--- config.mk ---
export PLATFORM = sky130hd
export DESIGN_NAME = mips_mem_loader
export DESIGN_NICKNAME = d
export VERILOG_FILES = /design/src/rtl/mips_mem_loader.sv
export SDC_FILE = /design/constraint.sdc
export NUM_CORES = 1
export LEC_CHECK = 0
export CORE_ASPECT_RATIO = 1.75
export CORE_UTILIZATION = 42
export CTS_BUF_LIST = sky130_fd_sc_hd__clkbuf_8
export CTS_CLUSTER_SIZE = 16
export DETAILED_ROUTE_END_ITERATION = 10
export PLACE_DENSITY = 0.89
export SETUP_SLACK_MARGIN = 0.5
export SYNTH_ARGS = -nofsm -noshare
export SYNTH_HDL_FRONTEND = slang
export SYNTH_SLANG_ARGS = --single-unit
--- constraint.sdc ---
create_clock -name clk -period 3.3 [get_ports clk]
set_input_delay 0.66 -clock clk [delete_from_list [all_inputs] [get_ports clk]]
set_output_delay 0.66 -clock clk [all_outputs]
set_load 0.05 [all_outputs]
--- src/rtl/mips_mem_loader.sv ---
// Boot loader front end for the MIPS core: holds the core in reset, optionally zero-fills
// both memories (MEM_LOADER_CLEAR_EN), streams word writes in, then releases the core.
module mips_mem_loader #(
    parameter int DATA_W     = 32,
    parameter int IMEM_DEPTH = 512,
    parameter int DMEM_DEPTH = 1024,
    parameter int ADDR_W     = $clog2((IMEM_DEPTH > DMEM_DEPTH) ? IMEM_DEPTH : DMEM_DEPTH)
) (
    input  logic              clk,
    input  logic              rst,
    input  logic              start,
    input  logic              ld_valid,
    output logic              ld_ready,
    input  logic              ld_sel,
    input  logic [ADDR_W-1:0] ld_addr,
    input  logic [DATA_W-1:0] ld_data,
    input  logic              ld_last,
    output logic              imem_we,
    output logic [ADDR_W-1:0] imem_addr,
    output logic [DATA_W-1:0] imem_wdata,
    output logic              dmem_we,
    output logic [ADDR_W-1:0] dmem_addr,
    output logic [DATA_W-1:0] dmem_wdata,
    output logic              cpu_rst,
    output logic              busy,
    output logic              err
);

    typedef enum logic [1:0] {S_CLEAR, S_LOAD, S_RUN} state_t;

    localparam logic [ADDR_W:0] IMEM_LIM = (ADDR_W+1)'(IMEM_DEPTH);
    localparam logic [ADDR_W:0] DMEM_LIM = (ADDR_W+1)'(DMEM_DEPTH);

`ifdef MEM_LOADER_CLEAR_EN
    localparam int              MAX_DEPTH = (IMEM_DEPTH > DMEM_DEPTH) ? IMEM_DEPTH : DMEM_DEPTH;
    localparam logic [ADDR_W-1:0] CLR_LAST = ADDR_W'(MAX_DEPTH - 1);
    localparam state_t          ENTRY     = S_CLEAR;
    logic [ADDR_W-1:0] c_q, c_d;
    logic              clearing;
`else
    localparam state_t          ENTRY     = S_LOAD;
`endif

    state_t            state_q, state_d;
    logic              live_q;
    logic              err_q, err_d;
    logic              imem_we_q, imem_we_d, dmem_we_q, dmem_we_d;
    logic [ADDR_W-1:0] wr_addr_q, wr_addr_d;
    logic [DATA_W-1:0] wr_data_q, wr_data_d;
    logic              xfer, in_range;

    assign ld_ready = (state_q == S_LOAD) && live_q;
    assign xfer     = ld_valid && ld_ready;
    assign in_range = ld_sel ? ({1'b0, ld_addr} < DMEM_LIM) : ({1'b0, ld_addr} < IMEM_LIM);

    always_comb begin
        state_d   = state_q;
        err_d     = err_q;
        imem_we_d = 1'b0;
        dmem_we_d = 1'b0;
        wr_addr_d = wr_addr_q;
        wr_data_d = wr_data_q;
`ifdef MEM_LOADER_CLEAR_EN
        c_d       = c_q;
`endif
        case (state_q)
            S_CLEAR: begin
`ifdef MEM_LOADER_CLEAR_EN
                // live_q keeps the sweep parked at 0 while reset is held
                if (live_q) begin
                    c_d = c_q + 1'b1;
                    if (c_q == CLR_LAST) begin
                        c_d     = '0;
                        state_d = S_LOAD;
                    end
                end
`else
                state_d = S_LOAD;
`endif
            end
            S_LOAD: begin
                if (xfer) begin
                    wr_addr_d = ld_addr;
                    wr_data_d = ld_data;
                    if (in_range) begin
                        imem_we_d = ~ld_sel;
                        dmem_we_d = ld_sel;
                    end else begin
                        err_d = 1'b1;
                    end
                    if (ld_last) state_d = S_RUN;
                end
            end
            S_RUN: begin
                if (start) begin
                    state_d = ENTRY;
                    err_d   = 1'b0;
`ifdef MEM_LOADER_CLEAR_EN
                    c_d     = '0;
`endif
                end
            end
            default: state_d = ENTRY;
        endcase
    end

    always_ff @(posedge clk or negedge rst) begin
        if (!rst) begin
            state_q   <= ENTRY;
            live_q    <= 1'b0;
            err_q     <= 1'b0;
            imem_we_q <= 1'b0;
            dmem_we_q <= 1'b0;
            wr_addr_q <= '0;
            wr_data_q <= '0;
`ifdef MEM_LOADER_CLEAR_EN
            c_q       <= '0;
`endif
        end else begin
            state_q   <= state_d;
            live_q    <= 1'b1;
            err_q     <= err_d;
            imem_we_q <= imem_we_d;
            dmem_we_q <= dmem_we_d;
            wr_addr_q <= wr_addr_d;
            wr_data_q <= wr_data_d;
`ifdef MEM_LOADER_CLEAR_EN
            c_q       <= c_d;
`endif
        end
    end

`ifdef MEM_LOADER_CLEAR_EN
    // Sweep writes come straight off the counter so addr 0 lands in the entry cycle
    assign clearing   = (state_q == S_CLEAR) && live_q;
    assign imem_we    = clearing ? ({1'b0, c_q} < IMEM_LIM) : imem_we_q;
    assign dmem_we    = clearing ? ({1'b0, c_q} < DMEM_LIM) : dmem_we_q;
    assign imem_addr  = clearing ? c_q : wr_addr_q;
    assign dmem_addr  = clearing ? c_q : wr_addr_q;
    assign imem_wdata = clearing ? '0 : wr_data_q;
    assign dmem_wdata = clearing ? '0 : wr_data_q;
`else
    assign imem_we    = imem_we_q;
    assign dmem_we    = dmem_we_q;
    assign imem_addr  = wr_addr_q;
    assign dmem_addr  = wr_addr_q;
    assign imem_wdata = wr_data_q;
    assign dmem_wdata = wr_data_q;
`endif

    assign cpu_rst = (state_q == S_RUN);
    assign busy    = (state_q != S_RUN);
    assign err     = err_q;

endmodule

Word level (Yosys, flattened, before mapping)
Index checks and enable logic that the tools add are counted.

Flip-flop bits (word level): 48. Input bits: 48. Output and inout port bits: 90. Logic and storage cells: 37.

Order comparisons: 1. Equality and inequality tests: 7. Multiplexer cells: 15. Bitwise operators: 1. Reduce and logical (&&, ||, !) cells: 6.

Operator list (count): 10-bit < comparator, second input constant (1); 1-bit two-way mux (10); 2-bit inequality test, second input constant (5); 2-bit two-way mux (3); 2-bit case mux with 2 select lines (1); 4-bit AND reduction (1); 3-bit AND reduction (1); 2-bit by 1-bit == test with 1-bit output, second input constant (1); 2-bit == test, second input constant (1); 1-bit logical AND (2); 1-bit case mux with 2 select lines (1); 2-bit AND reduction (1); 2-bit nonzero test (1); 1-bit NOT (1).

Longest topological paths before layout
Depth in word-level cells: 5. Gate-level depth with buffers: 4.

Least setup slack after synthesis
Ideal clock, no wire load.

Kind: reg-to-output. Start: reg state_q[0]. End: out cpu_rst. Arrival: 1.314 ns. Data required time: 2.640 ns. Slack: 1.326 ns. Cell stages (with the launch flop): 3. Buffers on the path: 0. Cell sequence: dfstp_2 > or2b_1 > inv_1.

Cells in the longest elaborated chain, start to end: 1.

Ends and longest elaborated chain: from (decl) (line 44) `state_t state_q, state_d;`; from (signal assigned) (line 120) `state_q <= state_d;`; 2-bit == test (line 151) `assign cpu_rst = (state_q == S_RUN);`; to (decl) (line 24) `output logic cpu_rst,`.

No other way between the ends.

Worst setup path after layout
Start: reg state_q[0]. End: out busy.

Cells in the longest elaborated chain, start to end: 1.

Ends and longest elaborated chain: 2-bit inequality test (line 152) `assign busy = (state_q != S_RUN);`; to (decl) (line 25) `output logic busy,`.

No other way between the ends.

==> run metrics <==
portion of the clock cycle consumed by the worst path in the final layout 0.761; met2 usage 0.315; final-layout setup total negative slack 0 ns; DRT antenna net count 0; net load switching power roughly 0.0012 W; power density over the cells ~750 mW/mm^2; synthesis-to-finish area growth 51.3%; Setup Skew approximately 0.0075 ns; part of the Yosys area used for sequential elements 0.521; Worst-path clk slew 0.08 ns; MaxCap Viol Count 0; run status finished with violations; number of fill cells in the layout ~400; met1 track utilization from global routing 0.180; ranking of synthesized cells by instance count 47 x sky130_fd_sc_hd__dfrtp_1, 42 x sky130_fd_sc_hd__buf_4, 36 x sky130_fd_sc_hd__mux2_4, 6 x sky130_fd_sc_hd__mux2_2, 3 x sky130_fd_sc_hd__buf_12; # hold bufs at CTS 0; Sinks on Clock Net 48; number of buffers inserted to repair setup after CTS 0; Highest Clock Rate approximately 400 MHz; detailed placement HPWL approximately 3.8 mm; number of vias per cell after detailed routing around 4.5; post-detailed-route wirelength per cell ~15 um; gate count after technology mapping 150; post-synth cell types 20; largest cells by area after synthesis sky130_fd_sc_hd__dfrtp_1 51%, sky130_fd_sc_hd__mux2_4 23%, sky130_fd_sc_hd__buf_4 14%, sky130_fd_sc_hd__mux2_2 2.9%, sky130_fd_sc_hd__buf_12 2.6%; # H-tree levels 2; Syn Std Cell Area approximately 0.0023 mm^2; Port Buffers 137; post-placement cell count about 320; post-synth top area cell sky130_fd_sc_hd__dfrtp_1; clock latency of the later-clocked register in the worst-skew pair roughly 0.29 ns; Seq cells post-synth 48; Final Max Slew Viols 0; critical path startpoint category flip-flop; Async S/R FF share, synth 1.00; final wirelength 4.95 mm; primary flip-flop cell chosen by synthesis mapping sky130_fd_sc_hd__dfrtp_1; max_slew headroom 0.319; Final setup viols 0; CP Class reg2out; vias after detailed routing between 1000 and 1500; Sequential Power Share 0.302; fraction of power consumed by the clock network 0.154; CTS Root Cell sky130_fd_sc_hd__clkbuf_8; Critical Path End Type output pin; 1st-iter DRT viols 40; Peak VDD IR 0.374 mV; fraction of layout instances using a drive strength above 1 0.220; data arrival time of the worst path about 1.9 ns; count of TritonRoute iterations in the first routing pass 11; Clock Tree Buf Depth 2; Worst Tran Pin Value just over 1 ns; via count of the first global-routing pass approximately 1500; EDFF count, synth 0; top cell type's share of synthesized area 0.509; RSZ-0062 raised after global routing false; Final Hold Vio Count 0; Synth Area per Inst about 15 um^2; met3 Resource Use GR 0.0399; all-layer global routing usage 0.172; starting density of the core 0.436; class of the tightest hold or removal check reg2reg; number of nets produced by synthesis approximately 200; worst path required time 2.64 ns; core region area around 0.0053 mm^2; static leakage 1.50 nW; most frequently used cell type in the post-synthesis netlist sky130_fd_sc_hd__dfrtp_1; count of nets after finishing about 300; Final min period roughly 2.5 ns; Post-Layout Cell Count ~320; die outline width 58.0 um; height of the die about 100 um; number of gates given a new drive strength after cts 0; switching power share of the total 0.449; Top Ports about 140; total congestion overflow 0; maximum number of pins on one net before global-route repair roughly 50; area enclosed by the die boundary between 0.005 and 0.006 mm^2; gp weighted congestion around 0.75; Top Usage Layer GRT met2; CTS buffer count 5; Int Power around 0.0014 W; global-route wire length before repair approximately 7.4 mm; number of antenna cells inserted 0; CTS tree built; violated checks design-rule violations; Row Count 35; initial antenna violation count 0; warning count from the yosys run 0; final routed DRC violation total 4; share of total power in combinational logic 0.543; Max Fanout on Critical Path 6
## logic make-up after synthesis
family / count (synthesis) / share of synthesized area
flops: 48 / 0.521
compound gates: 3 / 0.0114
mux: 42 / 0.263
other cells: 1 / 0.00162
buf+inv: 48 / 0.174
simple gates: 8 / 0.0287
## cells in the final DEF, fill, tap and decap left out, drive strengths merged, types with 2 or more instances in the layout
cell type / synthesis / layout
dfrtp: 47 / 47
clkbuf: 0 / 5
mux2: 42 / 42
buf: 47 / 3
inv: 1 / 2
clkdlybuf4s50: 0 / 136
## path summary, 6_finish.rpt
check,start,to,slack [ns],cells past startpoint
hold / removal,err$_DFFE_PN0P_,err$_DFFE_PN0P_,0.53,1
min in group asynchronous,rst,dmem_wdata[2]$_DFFE_PN0P_,0.54,1
setup reg to reg,state_q[0]$_DFFE_PN1P_,dmem_wdata[14]$_DFFE_PN0P_,1.54,3
setup / recovery,state_q[0]$_DFFE_PN1P_,busy,0.79,2
max in group asynchronous,rst,dmem_addr[0]$_DFFE_PN0P_,2.13,1
hold reg to reg,err$_DFFE_PN0P_,err$_DFFE_PN0P_,0.53,1
## routing by layer
metal / vias up / share of wire
li1: 660 / -
met1: 696 / 0.34
met2: 77 / 0.57
met3: 9 / 0.063
met4: 0 / 0.026
met5: - / 0
## layout make-up
cell class / count / area [um^2] / area share
inverter: 1 / 3.75 / 0.00107
clock buffer: 5 / 68.8 / 0.0197
multi-input combinational: 54 / 706 / 0.202
sequential: 48 / 1200 / 0.344
timing repair buffer: 139 / 1380 / 0.395
clock inverter: 3 / 38.8 / 0.0111
tap: 74 / 92.6 / 0.0265
## flip-flops by register name (all words and copies together), names as in the netlist
register    flops
dmem_wdata     32
dmem_addr      10
state_q         2
dmem_we         1
err             1
imem_we         1
live_q          1
## power groups by stage
stage	Clock (W)	Sequential, W	Combinational (W)
after floorplan	0	0.00115	0.000707
after global placement	0	0.000795	0.00141
after detailed placement	0	0.000799	0.00143
after CTS	0.000414	0.000792	0.00143
after global routing	0.000441	0.000804	0.00146
final	0.000404	0.000790	0.00142
## through the flow
stage          total power, W  instance area (um^2)  hold WS [ns]   util  setup WS (ns)
2_1_floorplan         0.00186                  2310         0.364      -           1.33
3_3_place_gp          0.00221                  3390         0.507  0.639          0.973
3_5_place_dp          0.00223                  3390         0.505  0.639          0.956
4_1_cts               0.00264                  3490         0.530  0.659          0.762
5_1_grt               0.00271                  3490         0.554  0.659          0.705
6_report              0.00261                  3490         0.528  0.659          0.787
## worst max-delay path: stages (launching register included)
cell                              delay [ns]
sky130_fd_sc_hd__dfstp_2                0.57
sky130_fd_sc_hd__or2b_1                 0.16
sky130_fd_sc_hd__clkdlybuf4s50_1        0.83
Power figures use the tool's default switching activity.
